### src/rtl/mips_lite_pkg.sv
// mips_lite_pkg: state encodings, opcodes and control bundle for the multicycle controller
package mips_lite_pkg;
  typedef enum logic [3:0] {
    S_FETCH    = 4'd0,
    S_DECODE   = 4'd1,
    S_MEMADR   = 4'd2,
    S_MEMRD    = 4'd3,
    S_MEMWB    = 4'd4,
    S_MEMWR    = 4'd5,
    S_RTYPE_EX = 4'd6,
    S_RTYPE_WB = 4'd7,
    S_BEQ_EX   = 4'd8,
    S_J_EX     = 4'd9,
    S_ADDI_EX  = 4'd10,
    S_ADDI_WB  = 4'd11
  } state_t;
  localparam logic [5:0] OP_RTYPE = 6'b000000;
  localparam logic [5:0] OP_LW    = 6'b100011;
  localparam logic [5:0] OP_SW    = 6'b101011;
  localparam logic [5:0] OP_BEQ   = 6'b000100;
  localparam logic [5:0] OP_J     = 6'b000010;
  localparam logic [5:0] OP_ADDI  = 6'b001000;
  typedef struct packed {
    logic       pcwrite;
    logic       pcwritecond;
    logic       iord;
    logic       memread;
    logic       memwrite;
    logic       memtoreg;
    logic       irwrite;
    logic       regwrite;
    logic       regdst;
    logic       alusrca;
    logic [1:0] alusrcb;
    logic [1:0] pcsource;
    logic [1:0] aluop;
    logic       instr_done;
  } ctrl_t;
  // Unsupported opcodes fall back to FETCH, which is also how they are detected
  function automatic state_t decode_next(logic [5:0] op);
    case (op)
      OP_LW, OP_SW: return S_MEMADR;
      OP_RTYPE:     return S_RTYPE_EX;
      OP_BEQ:       return S_BEQ_EX;
      OP_J:         return S_J_EX;
      OP_ADDI:      return S_ADDI_EX;
      default:      return S_FETCH;
    endcase
  endfunction
endpackage

### src/rtl/mc_outdec.sv
// mc_outdec: Moore decode of the controller state into datapath controls
module mc_outdec
  import mips_lite_pkg::*;
(
  input  state_t st,
  output ctrl_t  c
);
  always_comb begin
    c = '0;
    case (st)
      S_FETCH: begin
        c.memread = 1'b1;
        c.irwrite = 1'b1;
        c.pcwrite = 1'b1;
        c.alusrcb = 2'b01;
      end
      S_DECODE: c.alusrcb = 2'b11;
      S_MEMADR: begin
        c.alusrca = 1'b1;
        c.alusrcb = 2'b10;
      end
      S_MEMRD: begin
        c.memread = 1'b1;
        c.iord    = 1'b1;
      end
      S_MEMWB: begin
        c.regwrite   = 1'b1;
        c.memtoreg   = 1'b1;
        c.instr_done = 1'b1;
      end
      S_MEMWR: begin
        c.memwrite   = 1'b1;
        c.iord       = 1'b1;
        c.instr_done = 1'b1;
      end
      S_RTYPE_EX: begin
        c.alusrca = 1'b1;
        c.aluop   = 2'b10;
      end
      S_RTYPE_WB: begin
        c.regwrite   = 1'b1;
        c.regdst     = 1'b1;
        c.instr_done = 1'b1;
      end
      S_BEQ_EX: begin
        c.alusrca     = 1'b1;
        c.aluop       = 2'b01;
        c.pcwritecond = 1'b1;
        c.pcsource    = 2'b01;
        c.instr_done  = 1'b1;
      end
      S_J_EX: begin
        c.pcwrite    = 1'b1;
        c.pcsource   = 2'b10;
        c.instr_done = 1'b1;
      end
      S_ADDI_EX: begin
        c.alusrca = 1'b1;
        c.alusrcb = 2'b10;
      end
      S_ADDI_WB: begin
        c.regwrite   = 1'b1;
        c.instr_done = 1'b1;
      end
      default: c = '0;
    endcase
  end
endmodule

### src/rtl/mc_control.sv
// mc_control: multicycle MIPS-lite control FSM with sticky illegal-opcode flag
module mc_control
  import mips_lite_pkg::*;
(
  input  logic       clk,
  input  logic       reset,
  input  logic [5:0] op,
  output logic       pcwrite,
  output logic       pcwritecond,
  output logic       iord,
  output logic       memread,
  output logic       memwrite,
  output logic       memtoreg,
  output logic       irwrite,
  output logic       regwrite,
  output logic       regdst,
  output logic       alusrca,
  output logic [1:0] alusrcb,
  output logic [1:0] pcsource,
  output logic       aluop1,
  output logic       aluop0,
  output logic       instr_done,
  output logic       illegal_op,
  output logic [3:0] state
);
  state_t st, nst;
  ctrl_t  c;
  logic   ill;
  always_ff @(posedge clk) begin
    if (reset) begin
      st  <= S_FETCH;
      ill <= 1'b0;
    end else begin
      st  <= nst;
      ill <= ill | (st == S_DECODE && decode_next(op) == S_FETCH);
    end
  end
  always_comb begin
    nst = S_FETCH;
    case (st)
      S_FETCH:    nst = S_DECODE;
      S_DECODE:   nst = decode_next(op);
      S_MEMADR:   nst = (op == OP_LW) ? S_MEMRD : S_MEMWR;
      S_MEMRD:    nst = S_MEMWB;
      S_RTYPE_EX: nst = S_RTYPE_WB;
      S_ADDI_EX:  nst = S_ADDI_WB;
      default:    nst = S_FETCH;
    endcase
  end
  mc_outdec u_outdec (
    .st(st),
    .c (c)
  );
  assign pcwrite     = c.pcwrite;
  assign pcwritecond = c.pcwritecond;
  assign iord        = c.iord;
  assign memread     = c.memread;
  assign memwrite    = c.memwrite;
  assign memtoreg    = c.memtoreg;
  assign irwrite     = c.irwrite;
  assign regwrite    = c.regwrite;
  assign regdst      = c.regdst;
  assign alusrca     = c.alusrca;
  assign alusrcb     = c.alusrcb;
  assign pcsource    = c.pcsource;
  assign aluop1      = c.aluop[1];
  assign aluop0      = c.aluop[0];
  assign instr_done  = c.instr_done;
  assign illegal_op  = ill;
  assign state       = st;
endmodule

### config.mk
export PLATFORM = sky130hd
export DESIGN_NAME = mc_control
export DESIGN_NICKNAME = d
export VERILOG_FILES = /design/src/rtl/mips_lite_pkg.sv /design/src/rtl/mc_outdec.sv /design/src/rtl/mc_control.sv
export SDC_FILE = /design/constraint.sdc
export NUM_CORES = 1
export LEC_CHECK = 0
export BUFFER_PORTS_ARGS = -buffer_cell sky130_fd_sc_hd__buf_2
export CORE_AREA = 2 2 39 41
export DETAILED_ROUTE_END_ITERATION = 12
export DIE_AREA = 0 0 41 43
export GPL_TIMING_DRIVEN = 0
export PLACE_DENSITY_LB_ADDON = 0.15
export SYNTH_ARGS = -nofsm -noshare
export SYNTH_HDL_FRONTEND = slang
export SYNTH_SLANG_ARGS = --single-unit
### constraint.sdc
create_clock -name clk -period 2.8 [get_ports clk]
set_clock_uncertainty 0.05 [all_clocks]
set_input_delay 0.56 -clock clk [delete_from_list [all_inputs] [get_ports clk]]
set_output_delay 0.56 -clock clk [all_outputs]
set_load 0.02 [all_outputs]
---- Yosys cells after proc, flatten, opt, wreduce, memory -nomap -nowiden ----
Index checks and enable logic that the tools add are counted.
word-level totals
  bits in registers ....................... 5
  input bits .............................. 8
  output and inout bits ................... 22
  word-level logic and storage cells ...... 49
operators by class
  equal/unequal tests ..................... 16
  muxes and demuxes ....................... 18
  bitwise gates (word level) .............. 1
  reduce and logical (&&, ||, !) cells .... 12
operators by type and width
  kind                  count
  $pmux W4 S6           1
  $pmux W4 S5           1
  $eq A4 B3 Y1 const B  4
  $eq A4 B4 Y1 const B  4
  $eq A6 B6 Y1 const B  2
  $mux W1               11
  $reduce_or A2 Y1      5
  $eq A4 B2 Y1 const B  2
  $logic_not A4 Y1      2
  $pmux W2 S2           2
  $eq A6 B2 Y1 const B  1
  $eq A6 B3 Y1 const B  1
  $eq A6 B4 Y1 const B  1
  $logic_not A6 Y1      1
  $pmux W2 S3           1
  $reduce_or A6 Y1      1
  $eq A4 B1 Y1 const B  1
  $mux W4               1
  $reduce_or A4 Y1      1
  $mux W3               1
  $reduce_or A3 Y1      1
  $logic_and A1 B1 Y1   1
  $or A1 B1 Y1          1

---- Logic depth before layout (Yosys ltp) ----
Gate-level depths: netlist (run 1).
  depth after elaboration ................. 7
  mapped depth ............................ 5

---- Cells and area by module ----
Synthesis (run 1) repeated with hierarchy kept, for this count alone.
second synthesis, totals
  cells, all modules ...................... 74
  area total of the unflattened synthesis .. 551.8 sq um
by module, submodules not included
  module      times used  cells an instance  area an instance (sq um)  sequential area each (sq um)
  mc_control  1           40                 327.8                     100.1
  mc_outdec   1           34                 224.0                     0.0

---- Worst setup path after synthesis (run 1) ----
Ideal clock, no wire load.
  path type ............................... register -> output
  from .................................... reg st[2] (netlist: state[2])
  to ...................................... out pcsource[0]
  data arrival time ....................... 1655 ps
  data required time ...................... 2190 ps
  slack ................................... 535 ps
  stages on the path, launching flop included .. 5
  path buffers ............................ 2
  path through ............................ dfxtp_1 > buf_2 > nand2b_1 > nor3_1 > buf_4
on the way
  longest elaborated chain between the ends .. 2
RTL lines
  element                 line              RTL
  start, declared         mc_control.sv:26  state_t st, nst;
  start signal, assigned  mc_control.sv:34  st <= nst;
  $eq A4 B4 Y1            mc_outdec.sv:10   case (st)
  $pmux W2 S2 (*)         mc_outdec.sv:10
  end, declared           mc_control.sv:19  output logic [1:0] pcsource,
Every way passes the cells marked *; elsewhere a longest branch is shown, timed or not.

---- Final worst setup path (run 1) ----
  from .................................... reg st[2] (netlist: state[2])
  to ...................................... out pcwritecond
on the way
  longest elaborated chain between the ends .. 2
RTL lines
  element        line             RTL
  $eq A4 B4 Y1   mc_outdec.sv:10
  $mux W1        mc_outdec.sv:10
  end, declared  mc_control.sv:9  output logic pcwritecond,
Every way passes these cells.

==> reports/metrics.cfg, run 1 <==
[timing]
rsz0062_at_grt = false
setup_viol = 0
fmax_mhz = 448
holdWs_ns = 0.429
relSlewSlack_pct = 79.7
maxSlewViolCount = 0
tightestPinTransition_ns = 0.302
period_needed_ns = 2.23
fin_crit_sh_pct = 79.8
tns_ns = 0
final_hold_viol_count = 0

[pwr]
power_density_nw_per_um2 = 314
leakagePower_uw = 0.000358
ir_worst_vdd_v = 0.000230
power_uw = 227

[yosys]
yosys.area.top_type_share_pct = 18.6
yosysWarnings = 0
synth_cells = 72
syn_nets = 80
ys_seq_elements = 5
synth_top_family_by_area = simple AND/OR/NAND/NOR gates
syn_avg_cell_area_um2 = 7.47
synth_area_um2 = 538
yosysUniqueCellTypes = 32
synth-compound-area-share_pct = 20.2
seq_area_frac_synth_pct = 18.6
synth_top_cell_by_area = dfxtp_1
synthMuxAreaShare_pct = 0
synthTopCellsByArea = dfxtp_1, nor3_1, maj3_1, nor2_1, xor2_1
synth_adder_area_share_pct = 5.58
yosys.area_share.simple_pct = 38.8
synthXorXnorAreaFrac_pct = 4.88

[status]
status = completed

[floorplanning]
die_w_um = 41
initial_core_util_pct = 38.9
core_area_um2 = 1380
die_area_um2 = 1760
ios = 30
die_h_um = 43
rows = 14

[global_route]
grt_overflow = 0
antenna_found_initial = 0
grt_max_degree = 11
grt_use_total_pct = 15.5
grt_pass1_wl_um = 1970
grt_pass1_vias = 502

[route]
drtIter0Drc = 9
wl_um = 1300
wl_met2_um = 607
wl_per_cell_um = 10.8
wl_met3_um = 87
ant_nets = 0
top_layer = met3
viasPerCell = 5.12
vias = 614
drc = 0
wl_met1_um = 601
drt-pass1-iter-count = 4

[clocking]
h-tree-depth = 1
postCtsSetupRepairBufs = 0
cts_tree = done
clock_latency_ns = 0.24
root_buffer = clkbuf_4
hold_buffers = 0
clk_pin_slew_ns = 0.04
cts_resized = 0
numCtsBuffers = 3
cts.path.max_buffers = 2
cts_sinks = 5

[flow_run]
maxCapViolCount = 0

[final_layout]
n_antenna_cell = 0
area_delta_synth_final_pct = 34.7
fillers = 150
nets = 113
multiInputGateArea_um2 = 374
layout-drive-gt1-share_pct = 42.3
seqCellArea_um2 = 100

[placed_design]
io_buffer_count = 28
dp_hpwl_um = 1070
place_congestion = 0.717

[critical_path]
endpoint_kind = primary output
cp.required_ns = 2.19
criticalPathCategory = register to primary output
crit_start = state[2]
worstRegToRegCells = 5
start_kind = register
r2r_start = state[1]
crit_arrival_ns = 1.62
crit_fanout = 10

[hold_path]
holdPathStages = 2
hold_path_class = register to register
hp-start = illegal_op

final timing paths:
path	endpoint	slack, ns
worst max register to register	illegal_op	1.41
worst min register to register	illegal_op	0.43
worst min-delay path	illegal_op	0.43
worst max-delay path	pcwritecond	0.57
sequential cells by signal, summed over array words and instances, names as in the netlist:
signal / cells
state: 4
illegal_op: 1
per-layer routing:
layer / global-route usage, % / up-vias
li1: - / 321
met1: 19.8 / 270
met2: 26.3 / 23
met3: 3.14 / 0
met4: 2.00 / 0
met5: 0 / -
synthesized netlist by cell type:
library cell	number
o31ai_1	1
nand2b_1	4
a2bb2oi_1	1
maj3_1	3
nor4_1	1
or3_2	1
nand3b_1	1
a31oi_1	1
a211oi_2	1
o22ai_1	1
inv_1	3
nor3_1	7
nor3_2	1
and3_1	1
a221oi_1	1
a21boi_1	2
or3_1	1
nor2_1	7
nand3_1	3
nor4b_2	1
o21ai_0	3
nand2_1	4
a211o_1	1
dfxtp_1	5
or3_4	1
a21oi_1	4
xor2_1	3
nand2b_4	1
nor4b_1	1
buf_6	2
buf_2	3
buf_4	2
cells by family after synthesis:
| group | count (synthesis) |
|---|---|
| flops | 5 |
| buf+inv | 10 |
| xor+xnor | 3 |
| simple gates | 35 |
| compound gates | 16 |
| fa+ha+maj | 3 |
stage by stage:
stage	setup slack (ns)	instance area, µm²	cells	utilization, %
final	0.566	724	120	52.4
after global routing	0.437	724	120	52.4
after CTS	0.550	724	120	52.4
after detailed placement	0.809	698	116	50.5
after global placement	0.843	698	116	50.5
after floorplan	0.535	538	72	-
power breakdown:
part | total, µW | internal, µW | switching, µW
registers | 78.6 | 74.7 | 3.91
logic | 66.9 | 27.2 | 39.7
clock network | 81.7 | 53.8 | 27.9
total | 227 | 156 | 71.6
worst max-delay path, cell delays in order, from the launching register on:
cell and delay, ns:
dfxtp_1 0.36, buf_2 0.21, nand2b_1 0.23, nor3_1 0.28, buf_4 0.16, buf_2 0.15
cell usage in the layout (no fill, tap or decap), drive strengths merged, types with 4 or more instances in the layout:
cell and instances:
a21oi 4, buf 35, clkbuf 4, dfxtp 5
nand2 4, nand2b 5, nor2 7, nor3 8
cell type report:
| type | count | area share, % |
|---|---|---|
| clock buffers | 4 | 3.63 |
| repair buffers | 28 | 19.3 |
| plain buffers | 7 | 7.25 |
| flip-flops and latches | 5 | 13.8 |
| well taps | 16 | 2.76 |
| multi-input cells | 57 | 51.6 |
| inverters | 3 | 1.55 |
Power figures use the tool's default switching activity.
==> run 2: changes to the inputs <==
==> constraint.sdc (replaced) <==
create_clock -name clk -period 2.1 [get_ports clk]
set_clock_uncertainty 0.05 [all_clocks]
set_input_delay 0.42 -clock clk [delete_from_list [all_inputs] [get_ports clk]]
set_output_delay 0.42 -clock clk [all_outputs]
set_load 0.02 [all_outputs]
==> run 2 against run 1 <==
Core utilization increased by 1.2 points; non-clock buffer count unchanged; routed wire length increased by 4.2%; first-iteration DRC count increased by 100%; sequential share of layout area decreased by 0.30 points; sequential power increased by 32%; die area unchanged; clock-buffer cell count unchanged; critical path type unchanged; critical endpoint is now pcsource[0]; largest cell class unchanged; largest power group unchanged; highest routed layer is now met4.
==> reports/metrics.cfg, run 2 (synthesis gave the netlist of run 1 again) <==
[critical_path]
crit_fanout = 10  ; unchanged
endpoint = pcsource[0]  ; was pcwritecond
cp.required_ns = 1.63  ; was 2.19 ns
start_kind = register  ; unchanged
crit_arrival_ns = 1.52  ; was 1.62 ns
endpoint_kind = primary output  ; unchanged
ff2ff_setup_slack_ns = 0.68  ; was 1.41 ns
r2r_start = state[1]  ; unchanged
rr_endpoint = illegal_op  ; unchanged
worstRegToRegCells = 5  ; unchanged
criticalPathCategory = register to primary output  ; unchanged
crit_start = state[2]  ; unchanged

[timing]
final.setup.worst_slack_ns = 0.110  ; was 0.566 ns
period_needed_ns = 1.99
relSlewSlack_pct = 81.5  ; was 79.7%
tightestPinTransition_ns = 0.276  ; was 0.302 ns
tns_ns = 0  ; unchanged
fin_crit_sh_pct = 94.8
rsz0062_at_grt = false  ; unchanged
setup_viol = 0  ; unchanged
maxSlewViolCount = 0  ; unchanged
final_hold_viol_count = 0  ; unchanged
fmax_mhz = 503

[clocking]
cts.path.max_buffers = 2  ; unchanged
numCtsBuffers = 3  ; unchanged
cts_tree = done  ; unchanged
h-tree-depth = 1  ; unchanged
root_buffer = clkbuf_4  ; unchanged
cts_sinks = 5  ; unchanged
clock_latency_ns = 0.24  ; about the same
hold_buffers = 0  ; unchanged
clk_pin_slew_ns = 0.04  ; about the same

[final_layout]
fillers = 149  ; was 150
layout_commonest_cell = buf_2  ; unchanged
n_antenna_cell = 0  ; unchanged
seqCellArea_um2 = 100  ; unchanged
nets = 113  ; unchanged
area_delta_synth_final_pct = 37.7  ; was 34.7%
fin_cells = 120  ; unchanged
layout-drive-gt1-share_pct = 44.2  ; was 42.3%
postLayoutCellArea_um2 = 741  ; was 724 µm²
layout_common_cells = buf_2, nor2_1, nor3_1  ; was buf_2, nor3_1, nor2_1
largest_reg_flops = 4  ; unchanged
utilization_pct = 53.5  ; was 52.4%
multiInputGateArea_um2 = 388  ; was 374 µm²

[placed_design]
dp_hpwl_um = 1100  ; was 1070 µm
place_congestion = 0.813  ; was 0.717
pre_cts_slack_ns = 0.342  ; was 0.809 ns
place_area_um2 = 703  ; was 698 µm²
io_buffer_count = 28  ; unchanged
place_inst = 116  ; unchanged

[floorplanning]
die_w_um = 41  ; unchanged
initial_core_util_pct = 38.9  ; unchanged
core_area_um2 = 1380  ; unchanged
rows = 14  ; unchanged
die_h_um = 43  ; unchanged
ios = 30  ; unchanged
die_area_um2 = 1760  ; unchanged

[route]
drtIter0Drc = 18  ; was 9
wl_um = 1350  ; was 1300 µm
viasPerCell = 5.14  ; was 5.12
drc = 0  ; unchanged
drt-pass1-iter-count = 4  ; unchanged
ant_nets = 0  ; unchanged
wl_per_cell_um = 11.2  ; was 10.8 µm
vias = 617  ; was 614

[global_route]
grt_overflow = 0  ; unchanged
grt_pass1_vias = 515  ; was 502
antenna_found_initial = 0  ; unchanged
grt_pass1_wl_um = 2010  ; was 1970 µm
grt_use_total_pct = 16.7  ; was 15.5%
grt_max_degree = 11  ; unchanged

[pwr]
p_comb_share_pct = 29.8  ; was 29.4%
power_switching_share_pct = 32.4  ; was 31.5%
power_density_nw_per_um2 = 415  ; was 314 nW/µm²
intPower_uw = 208  ; was 156 µW
p_seq_share_pct = 33.9  ; was 34.6%
switching_power_uw = 99.8  ; was 71.6 µW
leakagePower_uw = 0.000359  ; was 0.000358 µW
ir_worst_vdd_v = 0.000267  ; was 0.000230 V
p_clk_share_pct = 36.3  ; was 36.0%

[status]
status = completed  ; unchanged

[hold_path]
hold_path_class = primary input to register  ; was register to register

[flow_run]
maxCapViolCount = 0  ; unchanged

## run 2: how the worst min path moves through the flow
stage / startpoint / end / slack (ns) / depth (start not counted)
finish: reset / state[3] / 0.35 / 2
global route: reset / state[3] / 0.35 / 2
CTS: reset / state[3] / 0.34 / 2
detailed placement: illegal_op / illegal_op / 0.42 / 2
global placement: illegal_op / illegal_op / 0.43 / 2
floorplan: reset / state[3] / 0.43 / 1
## run 2: critical path, stage by stage (launching register included)
cell      delay [ns]
dfxtp_1         0.37
buf_4           0.20
nand2b_2        0.23
nor3_4          0.20
buf_4           0.13
buf_2           0.15
## run 2: power groups by stage
stage,combinational [µW],sequential [µW],clock [µW]
after floorplan,54.8,111,0
after global placement,89.5,106,0
after detailed placement,91.0,106,0
after CTS,91.1,104,114
after global routing,100,105,114
final,91.8,104,112
## run 2: timing repair
action | in CTS | in global routing
hold endpoints to repair | 0 | 0
buffers inserted | 0 | 0
gates resized for setup | 0 | 4
endpoints found under the setup margin | 0 | 2
## run 2: layout make-up
| class | instances | share of cell area [%] |
|---|---|---|
| buffer | 7 | 7.43 |
| multi-input combinational | 57 | 52.4 |
| inverter | 3 | 1.52 |
| timing repair buffer | 28 | 18.9 |
| sequential | 5 | 13.5 |
| clock buffer | 4 | 3.55 |
| tap | 16 | 2.70 |
## run 2: through the flow
stage          power, µW  hold slack, ns
4_1_cts              310           0.344
3_5_place_dp         197           0.423
6_report             308           0.346
5_1_grt              319           0.355
2_1_floorplan        165           0.435
3_3_place_gp         195           0.425
## run 2: metal layers
| layer | part of all wire, % | global-route usage (%) | up-vias |
|---|---|---|---|
| met1 | 44 | 18.4 | 260 |
| met3 | 6.9 | 3.14 | 2 |
| met4 | 0.59 | 10.0 | 0 |
| met2 | 49 | 27.5 | 26 |
| li1 | - | - | 329 |
| met5 | 0 | 0 | - |
